[src/rtl/rs422_frame_echo_sched_pkg.sv]
// Shared types and default timing for the RS422 frame echo scheduler.
// Timing defaults are expressed in 16x-oversampled clock ticks.
package rs422_pkg;

  localparam int OVERSAMPLE      = 16;
  localparam int CHAR_BITS       = 10;
  localparam int DEF_GAP_TICKS   = 2 * CHAR_BITS * OVERSAMPLE;
  localparam int DEF_ACK_TIMEOUT = 4 * OVERSAMPLE;

  typedef enum logic [3:0] {
    IDLE    = 4'd0,
    RECV    = 4'd1,
    CLOSE   = 4'd2,
    RD_ADDR = 4'd3,
    RD_WAIT = 4'd4,
    LOAD    = 4'd5,
    STROBE  = 4'd6,
    ACK     = 4'd7,
    DRAIN   = 4'd8
  } state_t;

  // States in which an incoming byte is stored rather than dropped.
  function automatic logic is_rx_state(input state_t s);
    return (s == IDLE) || (s == RECV);
  endfunction

endpackage

[src/rtl/rs422_frame_echo_sched_gap_timer.sv]
// Up-counter with synchronous clear and a terminal-count pulse on tick TICKS-1.
// Used both for the inter-byte gap and for the transmit-acknowledge timeout.
module rs422_gap_timer
  import rs422_pkg::*;
#(
  parameter int TICKS = DEF_GAP_TICKS
) (
  input  logic clk,
  input  logic reset,
  input  logic clear,
  input  logic enable,
  output logic done
);

  localparam int CNT_W = $clog2(TICKS) + 1;
  localparam logic [CNT_W-1:0] LAST = CNT_W'(TICKS - 1);
  localparam logic [CNT_W-1:0] ONE  = CNT_W'(1);

  logic [CNT_W-1:0] count_r;

  // Clear has priority so a fresh event in the same tick never reports expiry.
  always_comb begin
    done = enable && !clear && (count_r == LAST);
  end

  // Tick counter; wraps after the terminal tick.
  always_ff @(posedge clk or posedge reset) begin
    if (reset) begin
      count_r <= {CNT_W{1'b0}};
    end else if (clear) begin
      count_r <= {CNT_W{1'b0}};
    end else if (enable) begin
      count_r <= done ? {CNT_W{1'b0}} : count_r + ONE;
    end else begin
      count_r <= count_r;
    end
  end

endmodule

[src/rtl/rs422_frame_echo_sched.sv]
// Collects received bytes into the loopback RAM, closes a frame on gap or full buffer,
// then replays it through uarttx with the wrsig/busy handshake.
module rs422_frame_echo_sched
  import rs422_pkg::*;
#(
  parameter int ADDR_W      = 6,
  parameter int GAP_TICKS   = DEF_GAP_TICKS,
  parameter int ACK_TIMEOUT = DEF_ACK_TIMEOUT
) (
  input  logic              clk,
  input  logic              reset,
  input  logic [7:0]        rx_data,
  input  logic              rx_valid,
  input  logic              tx_busy,
  output logic              tx_wrsig,
  output logic              ram_we,
  output logic [ADDR_W-1:0] ram_waddr,
  output logic [7:0]        ram_wdata,
  output logic [ADDR_W-1:0] ram_raddr,
  input  logic [7:0]        ram_rdata,
  output logic [7:0]        tx_data,
  output logic [ADDR_W:0]   frame_len,
  output logic              busy,
  output logic              overflow
);

  localparam int DEPTH = 1 << ADDR_W;
  localparam logic [ADDR_W:0] LAST_WR = (ADDR_W + 1)'(DEPTH - 1);
  localparam logic [ADDR_W:0] ONE     = (ADDR_W + 1)'(1);

  state_t          state_r;
  state_t          state_s;
  logic            rx_prev_r;
  logic            rise_s;
  logic            accept_s;
  logic            drop_s;
  logic            last_wr_s;
  logic            last_rd_s;
  logic [ADDR_W:0] wr_ptr_r;
  logic [ADDR_W:0] rd_ptr_r;
  logic            gap_clear_s;
  logic            gap_en_s;
  logic            gap_done_s;
  logic            ack_clear_s;
  logic            ack_en_s;
  logic            ack_done_s;

  // Byte events: one per rx_valid rising edge, stored or dropped depending on state.
  always_comb begin
    rise_s      = rx_valid && !rx_prev_r;
    accept_s    = rise_s && is_rx_state(state_r);
    drop_s      = rise_s && !is_rx_state(state_r);
    last_wr_s   = (wr_ptr_r == LAST_WR);
    last_rd_s   = ((rd_ptr_r + ONE) == frame_len);
    gap_en_s    = (state_r == RECV);
    gap_clear_s = accept_s || (state_r != RECV);
    ack_en_s    = (state_r == ACK);
    ack_clear_s = (state_r != ACK);
  end

  rs422_gap_timer #(.TICKS(GAP_TICKS)) u_gap_timer (
    .clk    (clk),
    .reset  (reset),
    .clear  (gap_clear_s),
    .enable (gap_en_s),
    .done   (gap_done_s)
  );

  rs422_gap_timer #(.TICKS(ACK_TIMEOUT)) u_ack_timer (
    .clk    (clk),
    .reset  (reset),
    .clear  (ack_clear_s),
    .enable (ack_en_s),
    .done   (ack_done_s)
  );

  // State register.
  always_ff @(posedge clk or posedge reset) begin
    if (reset) begin
      state_r <= IDLE;
    end else begin
      state_r <= state_s;
    end
  end

  // Next-state logic; a full buffer closes on the final write without waiting for the gap.
  always_comb begin
    state_s = state_r;
    case (state_r)
      IDLE: begin
        if (accept_s) begin
          state_s = last_wr_s ? CLOSE : RECV;
        end else begin
          state_s = IDLE;
        end
      end
      RECV: begin
        if (accept_s) begin
          state_s = last_wr_s ? CLOSE : RECV;
        end else if (gap_done_s) begin
          state_s = CLOSE;
        end else begin
          state_s = RECV;
        end
      end
      CLOSE:   state_s = RD_ADDR;
      RD_ADDR: state_s = RD_WAIT;
      RD_WAIT: state_s = LOAD;
      LOAD:    state_s = STROBE;
      STROBE: begin
        if (!tx_busy) begin
          state_s = ACK;
        end else begin
          state_s = STROBE;
        end
      end
      ACK: begin
        if (tx_busy) begin
          state_s = DRAIN;
        end else if (ack_done_s) begin
          state_s = STROBE;
        end else begin
          state_s = ACK;
        end
      end
      DRAIN: begin
        if (!tx_busy) begin
          state_s = last_rd_s ? IDLE : RD_ADDR;
        end else begin
          state_s = DRAIN;
        end
      end
      default: state_s = IDLE;
    endcase
  end

  // Datapath: RAM write port, pointers, replay registers and status flags.
  always_ff @(posedge clk or posedge reset) begin
    if (reset) begin
      rx_prev_r <= 1'b0;
      wr_ptr_r  <= {(ADDR_W + 1){1'b0}};
      rd_ptr_r  <= {(ADDR_W + 1){1'b0}};
      ram_we    <= 1'b0;
      ram_waddr <= {ADDR_W{1'b0}};
      ram_wdata <= 8'h00;
      ram_raddr <= {ADDR_W{1'b0}};
      tx_data   <= 8'h00;
      tx_wrsig  <= 1'b0;
      frame_len <= {(ADDR_W + 1){1'b0}};
      busy      <= 1'b0;
      overflow  <= 1'b0;
    end else begin
      rx_prev_r <= rx_valid;
      ram_we    <= 1'b0;
      tx_wrsig  <= 1'b0;
      if (accept_s) begin
        ram_we    <= 1'b1;
        ram_waddr <= wr_ptr_r[ADDR_W-1:0];
        ram_wdata <= rx_data;
        wr_ptr_r  <= wr_ptr_r + ONE;
      end
      if (drop_s) begin
        overflow <= 1'b1;
      end
      case (state_r)
        CLOSE: begin
          frame_len <= wr_ptr_r;
          rd_ptr_r  <= {(ADDR_W + 1){1'b0}};
          wr_ptr_r  <= {(ADDR_W + 1){1'b0}};
          busy      <= 1'b1;
        end
        RD_ADDR: ram_raddr <= rd_ptr_r[ADDR_W-1:0];
        LOAD:    tx_data   <= ram_rdata;
        STROBE: begin
          if (!tx_busy) begin
            tx_wrsig <= 1'b1;
          end
        end
        DRAIN: begin
          if (!tx_busy) begin
            rd_ptr_r <= rd_ptr_r + ONE;
            if (last_rd_s) begin
              busy <= 1'b0;
            end
          end
        end
        default: begin
        end
      endcase
    end
  end

endmodule

[config.mk]
export PLATFORM = sky130hd
export DESIGN_NAME = rs422_frame_echo_sched
export DESIGN_NICKNAME = d
export VERILOG_FILES = /design/src/rtl/rs422_frame_echo_sched_pkg.sv /design/src/rtl/rs422_frame_echo_sched_gap_timer.sv /design/src/rtl/rs422_frame_echo_sched.sv
export SDC_FILE = /design/constraint.sdc
export NUM_CORES = 1
export LEC_CHECK = 0
export ABC_AREA = 0
export ABC_CLOCK_PERIOD_IN_PS = 5500
export CAP_MARGIN = 0
export CORE_MARGIN = 4
export CORE_UTILIZATION = 51
export CTS_CLUSTER_SIZE = 8
export DETAILED_ROUTE_END_ITERATION = 12
export PLACE_DENSITY = 0.85
export SLEW_MARGIN = 15
export SYNTH_ARGS = -nofsm -noshare
export SYNTH_HDL_FRONTEND = slang
export SYNTH_HIERARCHICAL = 1
export SYNTH_SLANG_ARGS = --single-unit
[constraint.sdc]
create_clock -name clk -period 5.5 [get_ports clk]
set_clock_uncertainty 0.1 [all_clocks]
set_input_delay 1.375 -clock clk [delete_from_list [all_inputs] [get_ports clk]]
set_output_delay 1.375 -clock clk [all_outputs]
set_load 0.005 [all_outputs]
==> impl_metrics.toml <==
[sta]
final-hold-violation-count = 0
slew-limit-headroom_pct = 35.6
worst_pin_slew_ns = 0.962
period_share_pct = 58.2
setup_tns_ns = 0
final.min_clock_period_ns = 3.20
fin_ws_ns = 2.30
setup-violations-final = 0
fmax_ghz = 0.313
slew_violations = 0
rsz0062_at_grt = "no"

[yosys]
synth_seq_cells = 75
yosysUniqueCellTypes = 54
synth_edf_count = 0
syn_area_per_cell_um2 = 10.4
synthArstFlopShare_pct = 100
ys.flop_type = "dfrtp_1"
yosysSeqAreaShare_pct = 51.9
synth_nets = 372
synthCells = 348
synth_warnings = 6
synth_area_mm2 = 0.00362
synth.top_cell.area_share_pct = 51.9
ys_top_cells_by_area = "dfrtp_1 52%, nand2_1 6.2%, mux2_2 5.0%"
yosys.area.top_type = "dfrtp_1"

[floorplan]
die-height_um = 92.2
top_level_ports = 59
rows = 30
die-area_mm2 = 0.00850
die_w_um = 92.2
initial_core_util_pct = 52.9
core_area_mm2 = 0.00683

[setup_path]
critPathMaxFanout = 20
r2r-end = "state_r[0]$_DFF_PP0_"
rr_startpoint = "state_r[2]$_DFF_PP0_"
crit_path_end = "state_r[1]$_DFF_PP0_"
cp.required_ns = 5.61
critical_path_class = "input pin to flip-flop"
endpoint_kind = "flip-flop"
r2r_slack_ns = 2.89
cp-start-kind = "input pin"
arrival_ns = 3.31
cp-startpoint = "rx_valid"
r2r_cells = 8

[worst_hold_path]
holdCritPathClass = "flip-flop to flip-flop"
hp-start = "ram_waddr[2]$_DFFE_PP0N_"

[global_route]
grt_pass1_wl_um = 12500
grt.overflow.total = 0
antenna_found_initial = 0
grt_pass1_vias = 2657
grt_usage_pct = 18.5
grt_max_degree = 38

[cts]
clockBufferDepth = 2
cts_buffers = 9
clock_latency_ns = 0.35
root_buffer = "clkbuf_8"
htreeDepth = 3
clkSlewWorstSetupHoldPaths_ns = 0.08
cts_resized = 0
cts_tree = "yes"
cts_setup_buffers = 0
cts_sinks = 75
hold_buffers = 0

[finish]
antenna_cells = 0
postLayoutCoreUtil_pct = 64.9
finalNetCount = 428
syn_to_final_growth_pct = 22.7
drive_gt1_share_pct = 11.0

[route]
avgViaCountPerCell = 5.39
ant_nets = 0
via_count = 2724
wl_um = 7170
drc_errors = 0
first_iter_violations = 69
wl_per_cell_um = 14.2
drtPass1Iterations = 5

[pwr]
p_per_area_mw_per_mm2 = 383
p_leak_nw = 1.98
vdd_drop_max_mv = 0.219

[placement]
hpwl_um = 5190
gp_congestion = 0.888
portBuffers = 58
dp_slack_ns = 1.98

[job]
cap_viol_max_count = 0

[outcome]
status = "complete, no violations"
==> area by class of cell <==
class,count,area (um^2)
clock inverter,6,66.3
sequential,75,1880
inverter,11,41.3
fill,554,2400
timing repair buffer,59,588
clock buffer,10,128
tap,96,120
multi-input combinational,248,1620
==> sequential cells by signal (all words and copies together), names as in the netlist, 4 cells and up <==
| signal | flops |
|---|---|
| u_gap_timer/count_r | 10 |
| ram_raddr | 6 |
| state_r | 4 |
| frame_len | 7 |
| tx_data | 8 |
| ram_waddr | 6 |
| wr_ptr_r | 7 |
| rd_ptr_r | 7 |
| u_ack_timer/count_r | 7 |
| ram_wdata | 8 |
==> kinds of logic after synthesis <==
logic type,share of synthesized area [%]
AND/OR/NAND/NOR,23.6
buffers and inverters,3.43
flip-flops,51.9
AO/OA/AOI/OAI,8.44
multiplexers,7.37
adder cells (fa/ha/maj),1.38
XOR/XNOR,3.88
==> report_power, final <==
part	total (mW)	internal, mW	switching (mW)
clock	0.416	0.209	0.207
combinational	0.509	0.289	0.219
sequential	0.773	0.659	0.114
==> Yosys cell counts, drive strengths merged, types with 2 or more instances <==
cell,number
o21bai,2
nor4b,3
nor2b,3
o311ai,2
a31oi,5
o31ai,5
clkbuf,2
a221oi,2
and2,5
nand2,61
a21oi,9
mux2,21
and3b,3
buf,12
nand3,18
xnor2,9
a22o,3
inv,10
nand4,4
mux2i,3
nand3b,2
nand2b,7
nor3b,5
nor2,24
xor2,7
nor3,6
ha,4
and3,5
dfrtp,75
o21ai,15
or3,7
==> worst min path at each step <==
stage / end / slack, ns / cells after the start
after global routing: overflow$_DFFE_PP0P_ / 0.42 / 1
after detailed placement: ram_waddr[3]$_DFFE_PP0N_ / 0.37 / 2
after global placement: ram_wdata[5]$_DFFE_PP0N_ / 0.36 / 2
after CTS: ram_waddr[4]$_DFFE_PP0N_ / 0.40 / 2
final: ram_waddr[2]$_DFFE_PP0N_ / 0.38 / 2
after floorplan: overflow$_DFFE_PP0P_ / 0.37 / 1
==> critical path, stage by stage <==
cell,delay [ns]
clkdlybuf4s50_1,0.42
nand2b_1,0.13
nand2b_1,0.60
inv_2,0.31
a221oi_1,0.35
nand3_1,0.13
==> per-stage QoR <==
stage / area (um^2) / power [mW] / std cells / hold slack [ns]
2_1_floorplan: 3620 / 1.06 / 348 / 0.368
3_3_place_gp: 4240 / 1.27 / 489 / 0.364
3_5_place_dp: 4240 / 1.30 / 489 / 0.367
4_1_cts: 4440 / 1.72 / 505 / 0.395
5_1_grt: 4440 / 1.81 / 505 / 0.420
6_report: 4440 / 1.70 / 505 / 0.385
==> layout by cell type (no fill, tap or decap), types with 4 or more instances in the layout <==
master,instances
or3_1,6
nand3_1,18
xor2_1,7
xnor2_1,9
nand2b_1,7
and2_1,5
dfrtp_1,75
ha_1,4
a31oi_1,4
nor3_1,4
mux2_2,16
mux2_1,5
a21oi_1,9
clkbuf_8,9
clkdlybuf4s50_1,58
nor2_1,24
nand2_1,60
and3_1,5
o21ai_1,12
o31ai_1,5
inv_1,8
==> layer usage <==
layer,vias up,part of all wire [%],track usage [%]
met5,-,0,0
met4,0,1.8,7.55
met3,10,4.0,3.04
met2,68,49,29.9
met1,1332,45,24.7
li1,1314,-,-
(Power assumes the default switching activity.)
